==> src/rtl/id_gen_pkg.sv <==
// Shared encodings for the identifier generator and the downstream recognizer.
package id_gen_pkg;

    typedef enum logic [1:0] {
        ST_IDLE   = 2'd0,
        ST_LETTER = 2'd1,
        ST_DIGIT  = 2'd2,
        ST_TERM   = 2'd3
    } state_t;

    // Recognizer states; S2 means "letter followed by at least one digit".
    typedef enum logic [1:0] {
        S0 = 2'd0,
        S1 = 2'd1,
        S2 = 2'd2
    } rec_t;

    localparam logic [7:0] ASCII_A      = 8'h61;
    localparam logic [7:0] ASCII_0      = 8'h30;
    localparam logic [7:0] TERM_DEFAULT = 8'h20;

    localparam logic [4:0] LET_MOD = 5'd26;
    localparam logic [3:0] DIG_MOD = 4'd10;

    function automatic logic is_letter(input logic [7:0] c);
        return ((c >= 8'h61) && (c <= 8'h7a)) || ((c >= 8'h41) && (c <= 8'h5a));
    endfunction

    function automatic logic is_digit(input logic [7:0] c);
        return (c >= 8'h30) && (c <= 8'h39);
    endfunction

endpackage

==> src/rtl/id_gen_wrapctr.sv <==
// Loadable modulo-N up-counter; o_next exposes the value the counter takes at the next edge.
module id_gen_wrapctr #(
    parameter int W = 5
) (
    input  logic         clk,
    input  logic         reset,
    input  logic         i_load,
    input  logic [W-1:0] i_load_val,
    input  logic         i_inc,
    input  logic [W-1:0] i_modulus,
    output logic [W-1:0] o_count,
    output logic [W-1:0] o_next
);

    logic [W-1:0] r_count;

    always_comb begin
        o_next = r_count;
        if (i_load) begin
            o_next = i_load_val;
        end else if (i_inc) begin
            o_next = (r_count == i_modulus - W'(1)) ? '0 : r_count + W'(1);
        end
    end

    always_ff @(posedge clk or posedge reset) begin
        if (reset) begin
            r_count <= '0;
        end else begin
            r_count <= o_next;
        end
    end

    assign o_count = r_count;

endmodule

==> src/rtl/id_gen.sv <==
// Identifier character-stream source: L letters, D digits, one terminator, valid/ready paced.
// Optional recognizer shadow output `match` is built when ID_GEN_MATCH_EN is defined.
module id_gen
    import id_gen_pkg::*;
#(
    parameter int         CNT_W     = 4,
    parameter logic [7:0] TERM_CHAR = TERM_DEFAULT
) (
    input  logic             clk,
    input  logic             reset,
    input  logic             start,
    input  logic [CNT_W-1:0] let_cnt,
    input  logic [CNT_W-1:0] dig_cnt,
    input  logic [4:0]       let_base,
    input  logic [3:0]       dig_base,
    input  logic             char_ready,
    output logic [7:0]       char_out,
    output logic             char_valid,
    output logic             busy,
    output logic             done
`ifdef ID_GEN_MATCH_EN
    ,
    output logic             match
`endif
);

    state_t           r_state, w_state_next;
    logic [CNT_W-1:0] r_let_rem, r_dig_rem, w_let_rem_next, w_dig_rem_next;
    logic [7:0]       r_char_out, w_char_next;
    logic             r_char_valid, r_busy, r_done;
    logic             w_xfer, w_start_ok;
    logic [4:0]       w_let_base_c, w_let_cur, w_let_next;
    logic [3:0]       w_dig_base_c, w_dig_cur, w_dig_next;

    assign w_xfer       = r_char_valid && char_ready;
    assign w_start_ok   = (r_state == ST_IDLE) && start;
    assign w_let_base_c = (let_base > 5'd25) ? 5'd0 : let_base;
    assign w_dig_base_c = (dig_base > 4'd9) ? 4'd0 : dig_base;

    id_gen_wrapctr #(.W(5)) u_let_ctr (
        .clk        (clk),
        .reset      (reset),
        .i_load     (w_start_ok),
        .i_load_val (w_let_base_c),
        .i_inc      ((r_state == ST_LETTER) && w_xfer),
        .i_modulus  (LET_MOD),
        .o_count    (w_let_cur),
        .o_next     (w_let_next)
    );

    id_gen_wrapctr #(.W(4)) u_dig_ctr (
        .clk        (clk),
        .reset      (reset),
        .i_load     (w_start_ok),
        .i_load_val (w_dig_base_c),
        .i_inc      ((r_state == ST_DIGIT) && w_xfer),
        .i_modulus  (DIG_MOD),
        .o_count    (w_dig_cur),
        .o_next     (w_dig_next)
    );

    always_comb begin
        w_state_next   = r_state;
        w_let_rem_next = r_let_rem;
        w_dig_rem_next = r_dig_rem;
        case (r_state)
            ST_IDLE: begin
                if (start) begin
                    w_let_rem_next = let_cnt;
                    w_dig_rem_next = dig_cnt;
                    if (let_cnt != '0)      w_state_next = ST_LETTER;
                    else if (dig_cnt != '0) w_state_next = ST_DIGIT;
                    else                    w_state_next = ST_TERM;
                end
            end
            ST_LETTER: begin
                if (w_xfer) begin
                    w_let_rem_next = r_let_rem - CNT_W'(1);
                    if (r_let_rem == CNT_W'(1)) begin
                        w_state_next = (r_dig_rem != '0) ? ST_DIGIT : ST_TERM;
                    end
                end
            end
            ST_DIGIT: begin
                if (w_xfer) begin
                    w_dig_rem_next = r_dig_rem - CNT_W'(1);
                    if (r_dig_rem == CNT_W'(1)) w_state_next = ST_TERM;
                end
            end
            ST_TERM: begin
                if (w_xfer) w_state_next = ST_IDLE;
            end
            default: w_state_next = ST_IDLE;
        endcase
    end

    // Character is decoded from next-state values so char_out is a true register.
    always_comb begin
        w_char_next = 8'h00;
        case (w_state_next)
            ST_LETTER: w_char_next = ASCII_A + {3'b000, w_let_next};
            ST_DIGIT:  w_char_next = ASCII_0 + {4'b0000, w_dig_next};
            ST_TERM:   w_char_next = TERM_CHAR;
            default:   w_char_next = 8'h00;
        endcase
    end

    always_ff @(posedge clk or posedge reset) begin
        if (reset) begin
            r_state      <= ST_IDLE;
            r_let_rem    <= '0;
            r_dig_rem    <= '0;
            r_char_out   <= 8'h00;
            r_char_valid <= 1'b0;
            r_busy       <= 1'b0;
            r_done       <= 1'b0;
        end else begin
            r_state      <= w_state_next;
            r_let_rem    <= w_let_rem_next;
            r_dig_rem    <= w_dig_rem_next;
            r_char_out   <= w_char_next;
            r_char_valid <= (w_state_next != ST_IDLE);
            r_busy       <= (w_state_next != ST_IDLE);
            r_done       <= (r_state == ST_TERM) && w_xfer;
        end
    end

    assign char_out   = r_char_out;
    assign char_valid = r_char_valid;
    assign busy       = r_busy;
    assign done       = r_done;

    // Current counter values are not needed outside the counters themselves.
    logic w_unused;
    assign w_unused = ^{w_let_cur, w_dig_cur};

`ifdef ID_GEN_MATCH_EN
    rec_t r_rec, w_rec_next;

    always_comb begin
        w_rec_next = r_rec;
        if (w_xfer) begin
            if (is_letter(r_char_out))     w_rec_next = S1;
            else if (is_digit(r_char_out)) w_rec_next = (r_rec == S0) ? S0 : S2;
            else                           w_rec_next = S0;
        end
    end

    always_ff @(posedge clk or posedge reset) begin
        if (reset) r_rec <= S0;
        else       r_rec <= w_rec_next;
    end

    assign match = (r_rec == S2);
`endif

endmodule
==> config.mk <==
export PLATFORM = sky130hd
export DESIGN_NAME = id_gen
export DESIGN_NICKNAME = d
export VERILOG_FILES = /design/src/rtl/id_gen_pkg.sv /design/src/rtl/id_gen_wrapctr.sv /design/src/rtl/id_gen.sv
export SDC_FILE = /design/constraint.sdc
export NUM_CORES = 1
export LEC_CHECK = 0
export ABC_AREA = 1
export CAP_MARGIN = 20
export CORE_MARGIN = 5
export CORE_UTILIZATION = 59
export DETAILED_ROUTE_END_ITERATION = 6
export PLACE_DENSITY = 0.83
export SLEW_MARGIN = 10
export SYNTH_ARGS = -nofsm -noshare
export SYNTH_HDL_FRONTEND = slang
export SYNTH_HIERARCHICAL = 1
export SYNTH_SLANG_ARGS = --single-unit
==> constraint.sdc <==
create_clock -name clk -period 3 [get_ports clk]
set_input_delay 0.6 -clock clk [delete_from_list [all_inputs] [get_ports clk]]
set_output_delay 0.6 -clock clk [all_outputs]
set_load 0.005 [all_outputs]
# Word level (Yosys, flattened, before mapping)

Cells that the tools add are included.
Widths: inputs -> output; s select.

Eq/ne operators: 13
$lt $le $gt $ge: 2
Mux-type cells: 25
Reduce and logical (&&, ||, !) cells: 14
Add/sub/neg operators: 6

Operators with widths:

| kind                | count |
|---|---|
| $mux 4              | 8 |
| $pmux 8 s3          | 1 |
| $mux 5              | 4 |
| $pmux 4 s2          | 2 |
| $mux 2              | 7 |
| $reduce_bool 4->1   | 3 |
| $add 7x5->8 const A | 1 |
| $eq 2x2->1 const B  | 4 |
| $eq 4x1->1 const B  | 2 |
| $pmux 2 s4          | 1 |
| $sub 4x1->4 const B | 2 |
| $add 6x4->7 const A | 1 |
| $ne 2x2->1 const B  | 3 |
| $reduce_and 3->1    | 2 |
| $reduce_bool 2->1   | 3 |
| $add 5x1->5 const B | 1 |
| $eq 5x5->1 const B  | 1 |
| $gt 5x5->1 const B  | 1 |
| $logic_and 1x1->1   | 5 |
| $add 4x1->4 const B | 1 |
| $eq 2x1->1 const B  | 2 |
| $eq 4x4->1 const B  | 1 |
| $gt 4x4->1 const B  | 1 |
| $logic_not 2->1     | 1 |
| $mux 1              | 2 |

Logic and storage cells: 68
Input port bits: 21
Register bits after elaboration: 29
Output and inout port bits: 11

# Depth between registers and ports, before layout

Depth in word-level cells: 7
Mapped depth: 17
Mapped depth without buffers: 17

# Hierarchy

Netlist, hierarchy kept.

Modules (own cells, without submodules):

| module                      | cells each | sequential area each (sq um) | area each (sq um) | instances |
|---|---|---|---|---|
| id_gen                      | 174        | 500.5                        | 1333.8            | 1 |
| id_gen_wrapctr at u_let_ctr | 86         | 125.1                        | 484.2             | 1 |
| id_gen_wrapctr at u_dig_ctr | 60         | 100.1                        | 371.6             | 1 |

# Worst setup path after synthesis

No wires, ideal clock.

Path type: input-to-reg
Start point: input let_base[2]
End point: register r_char_out[4], in the netlist char_out[4]
Library setup time: 0.117 ns
Stages: 11
Data arrival time: 1.889 ns
Buffers on the path: 0
Slack: 0.993 ns
Required time: 2.883 ns
Path through: inv_1 > a211oi_1 > nor2_1 > nand2_1 > nand2_1 > ha_1 > nand3_1 > xor2_1 > inv_1 > nand3_1 > nand2_1

Cells in the longest elaborated chain, start to end: 5

RTL lines:

| item                      | RTL line             | text |
|---|---|---|
| start: declaration        | id_gen.sv:14         | `input logic [4:0] let_base,` |
| $gt 5x5->1                | id_gen.sv:37         | `assign w_let_base_c = (let_base > 5'd25) ? 5'd0 : let_base;` |
| $mux 5                    | id_gen.sv:37         |  |
| named net w_let_base_c[0] | id_gen.sv:32         | `logic [4:0] w_let_base_c, w_let_cur, w_let_next;` |
| $mux 5                    | id_gen_wrapctr.sv:19 | `if (i_load) begin` |
| named net w_let_next[0]   | id_gen.sv:32         |  |
| $add 7x5->8               | id_gen.sv:101        | `ST_LETTER: w_char_next = ASCII_A + {3'b000, w_let_next};` |
| $pmux 8 s3                | id_gen.sv:100        | `case (w_state_next)` |
| named net w_char_next[4]  | id_gen.sv:29         | `logic [7:0] r_char_out, w_char_next;` |
| end signal: assignment    | id_gen.sv:121        | `r_char_out <= w_char_next;` |
| end: declaration          | id_gen.sv:29         |  |

The timed path passes the listed nets, and every way through them passes these cells.
A chain may end at the register's enable or synchronous reset.

# Worst setup path in the final report

Start point: input char_ready
End point: register r_char_out[4], in the netlist char_out[4]

Cells in the longest elaborated chain, start to end: 6
Elaborated cells between the ends (all ways): 17
Those cells by class: add/sub (2); eq/ne (3); mux (9); reduce/logical (3)

RTL lines:

| item                     | RTL line             | text |
|---|---|---|
| start: declaration       | id_gen.sv:16         | `input logic char_ready,` |
| $logic_and 1x1->1        | id_gen.sv:35         | `assign w_xfer = r_char_valid && char_ready;` |
| $logic_and 1x1->1        | id_gen.sv:45         | `.i_inc ((r_state == ST_LETTER) && w_xfer),` |
| $mux 5                   | id_gen_wrapctr.sv:21 | `end else if (i_inc) begin` |
| $mux 5                   | id_gen_wrapctr.sv:19 |  |
| named net w_let_next[0]  | id_gen.sv:32         |  |
| $add 7x5->8              | id_gen.sv:101        |  |
| $pmux 8 s3               | id_gen.sv:100        |  |
| named net w_char_next[4] | id_gen.sv:29         |  |

The timed path passes the listed nets, and every way through them passes these cells.

==> flow_metrics.tcl <==
set metrics [dict create \
    outcome "completed" \
    finalPower_uw 2380 \
    hpwlAfterDp_um 3560 \
    clkTransAtPathRegs_ns 0.06 \
    seq_area_frac_synth_pct 33.1 \
    vias 2066 \
    overflow 0 \
    cts_max_level 2 \
    power.internal_uw 1260 \
    critPathCaptureType "register" \
    grt_max_degree 21 \
    cp.required_ns 3.17 \
    drc 0 \
    wl_met2_um 2250 \
    cp_top_family "buffers and inverters" \
    crit_buf_inv 4 \
    io-pin-count 32 \
    seq_power_share_pct 29.7 \
    wl_per_cell_um 10.7 \
    cts_sinks 29 \
    hold_viol_final 0 \
    fin_crit_sh_pct 81.9 \
    antenna_cells 0 \
    cap_violations 0 \
    clockRootBuffer "clkbuf_8" \
    viasPerCell 4.90 \
    cp_cell_sequence "clkdlybuf4s50_1, nand4_1, inv_1, inv_1, o21ai_0, a21oi_1, nand2_1, nand2_1, ha_1, nand3_1, xor2_1, inv_1, nand3_1, nand2_1" \
    core_um2 3630 \
    slowest_stage "clkdlybuf4s50_1" \
    drv_slew 0 \
    grt_setup_unrepaired "false" \
    startpoint "char_ready" \
    max_slew_margin_pct 48.6 \
    leakage_uw 0.00143 \
    ys_warn_count 6 \
    crit_arrival_ns 2.62 \
    pwr-share-comb_pct 57.3 \
    final.setup_skew_ns 0.00815 \
    dieArea_um2 5030 \
    mappedNetlistArea_um2 2190 \
    setup_tns_ns 0 \
    ctsResizeCount 0 \
    holdCritPathClass "register to register" \
    core.rowCount 22 \
    switchingPower_uw 1110 \
    grt_pass1_vias 1989 \
    ctsHoldBuffers 0 \
    cts_setup_buffers 0 \
    pwr_density_cell_nw_per_um2 882 \
    rr_startpoint "r_state[1]$_DFF_PP0_" \
    portBuffers 31 \
    setup_violations 0 \
    drive_above_1_share_pct 9.36 \
    synth.avg_cell_area_um2 6.84 \
    antenna_found_initial 0 \
    wl_um 4510 \
    crit_path_max_incr_delay_ns 0.48 \
    dr.pass1.iters 4 \
    crit_cells 14 \
    peakVddDrop_mv 0.418 \
    cts_tree "built" \
    synthCells 320 \
    layout_commonest_cell "nand2_1" \
    reg2reg_to "char_out[4]$_DFF_PP0_" \
    start_util_pct 60.3 \
    grt_pass1_wl_um 8150 \
    fin_nets 404 \
    die_h_um 70.9 \
    gp_congestion 0.880 \
    wl_met1_um 1970 \
    ys_seq_elements 29 \
    fin_crit_ns 2.46 \
    cts_made_buffers 5 \
    wl_met3_um 216 \
    drtIter0Drc 76 \
    endpoint "char_out[4]$_DFF_PP0_" \
    crit_path_start_kind "input port" \
    power.share.clock_pct 12.9 \
    ff2ff_path_depth 14 \
    fmax_mhz 407 \
    die_w_um 70.9 \
    clockBufferDepth 2 \
    switching_share_pct 46.8 \
    crit_fanout 6 \
    track_usage_pct 19.8 \
    yosysUniqueCellTypes 34 \
    critPathKind "input port to register" \
    worstMarginPinSlew_ns 0.770 \
    regToRegSetupSlack_ns 0.83 \
    clkLatencyLatePin_ns 0.28 \
    ant_nets 0 \
    highest_layer "met4" \
    mostFrequentLayoutCells "93 x nand2_1, 54 x inv_1, 31 x clkdlybuf4s50_1" \
    area_growth_pct 23.1 \
]
logic make-up (layout without fill, tap and decap cells):
family | Yosys count | in the layout | synth area share [%]
DFF | 29 | 29 | 33.1
other | 2 | 18 | 0.343
AOI/OAI and AO/OA | 39 | 39 | 9.94
and+or+nand+nor | 170 | 170 | 36.5
buffers and inverters | 62 | 100 | 11.2
xor gates and xnor gates | 8 | 8 | 3.20
adders and majority gates | 10 | 10 | 5.71
cell usage after synthesis (all sizes together):
master  number  area (um2)
dfrtp       29         726
nand3       24         153
nor3         2        10.0
o31ai        1        7.51
buf          1        7.51
nand3b       1        7.51
nand2      101         428
a22oi        1        7.51
xor2         7        61.3
o211ai       2        15.0
nor2        35         156
o21a         1        7.51
inv         60         233
clkinv       1        5.00
o21ai       18        93.8
xnor2        1        8.76
a21oi       15        78.8
conb         2        7.51
nand4        7        43.8
a211oi       1        7.51
ha          10         125
how the worst min path moves through the flow:
stage	start	to	slack, ns	cells after the start
floorplan	reset	u_dig_ctr/o_count[0]$_DFF_PP0_	0.37	1
global placement	r_dig_rem[2]$_DFFE_PP0P_	r_dig_rem[2]$_DFFE_PP0P_	0.49	2
detailed placement	r_dig_rem[2]$_DFFE_PP0P_	r_dig_rem[2]$_DFFE_PP0P_	0.52	2
CTS	r_dig_rem[2]$_DFFE_PP0P_	r_dig_rem[2]$_DFFE_PP0P_	0.54	2
global route	r_dig_rem[2]$_DFFE_PP0P_	r_dig_rem[2]$_DFFE_PP0P_	0.58	2
finish	r_dig_rem[2]$_DFFE_PP0P_	r_dig_rem[2]$_DFFE_PP0P_	0.56	2
worst min-delay path, cell delays in order, from the launching register on:
cell     delay (ns)
dfrtp_1        0.34
o21ai_0        0.10
o31ai_1        0.08
through the flow:
step	cell area, um2	util [%]	std cells	setup slack, ns	hold WS (ns)
after floorplan	2250	-	336	0.993	0.366
after global placement	2610	71.9	414	0.379	0.492
after detailed placement	2610	71.9	414	0.293	0.520
after CTS	2700	74.2	422	0.557	0.543
after global routing	2700	74.2	422	0.320	0.581
final	2700	74.2	422	0.544	0.558
final cells by class:
class	count	area (um2)
fillers	310	938
flip-flops and latches	29	726
multi-input cells	245	1280
clock buffers	6	72.6
well taps	48	60.1
clock inverters	2	10.0
inverters	61	238
repair buffers	31	310
flip-flops by register name (all words and copies together) (netlist names):
name,flops
u_let_ctr/o_count,5
done,1
u_dig_ctr/o_count,4
char_out,8
r_state,2
busy,1
r_dig_rem,4
r_let_rem,4
per-layer routing:
| metal | vias up | GRT usage [%] |
|---|---|---|
| met5 | - | 0 |
| met1 | 916 | 24.3 |
| met4 | 0 | 7.52 |
| li1 | 1094 | - |
| met2 | 47 | 34.7 |
| met3 | 9 | 3.41 |
power groups by stage:
stage          logic (uW)  clock network, uW  registers [uW]
6_report             1360                307             706
5_1_grt              1560                336             727
4_1_cts              1360                311             704
3_5_place_dp         1350                  0             710
3_3_place_gp         1310                  0             705
2_1_floorplan        1010                  0             687
(Power assumes the default switching activity.)
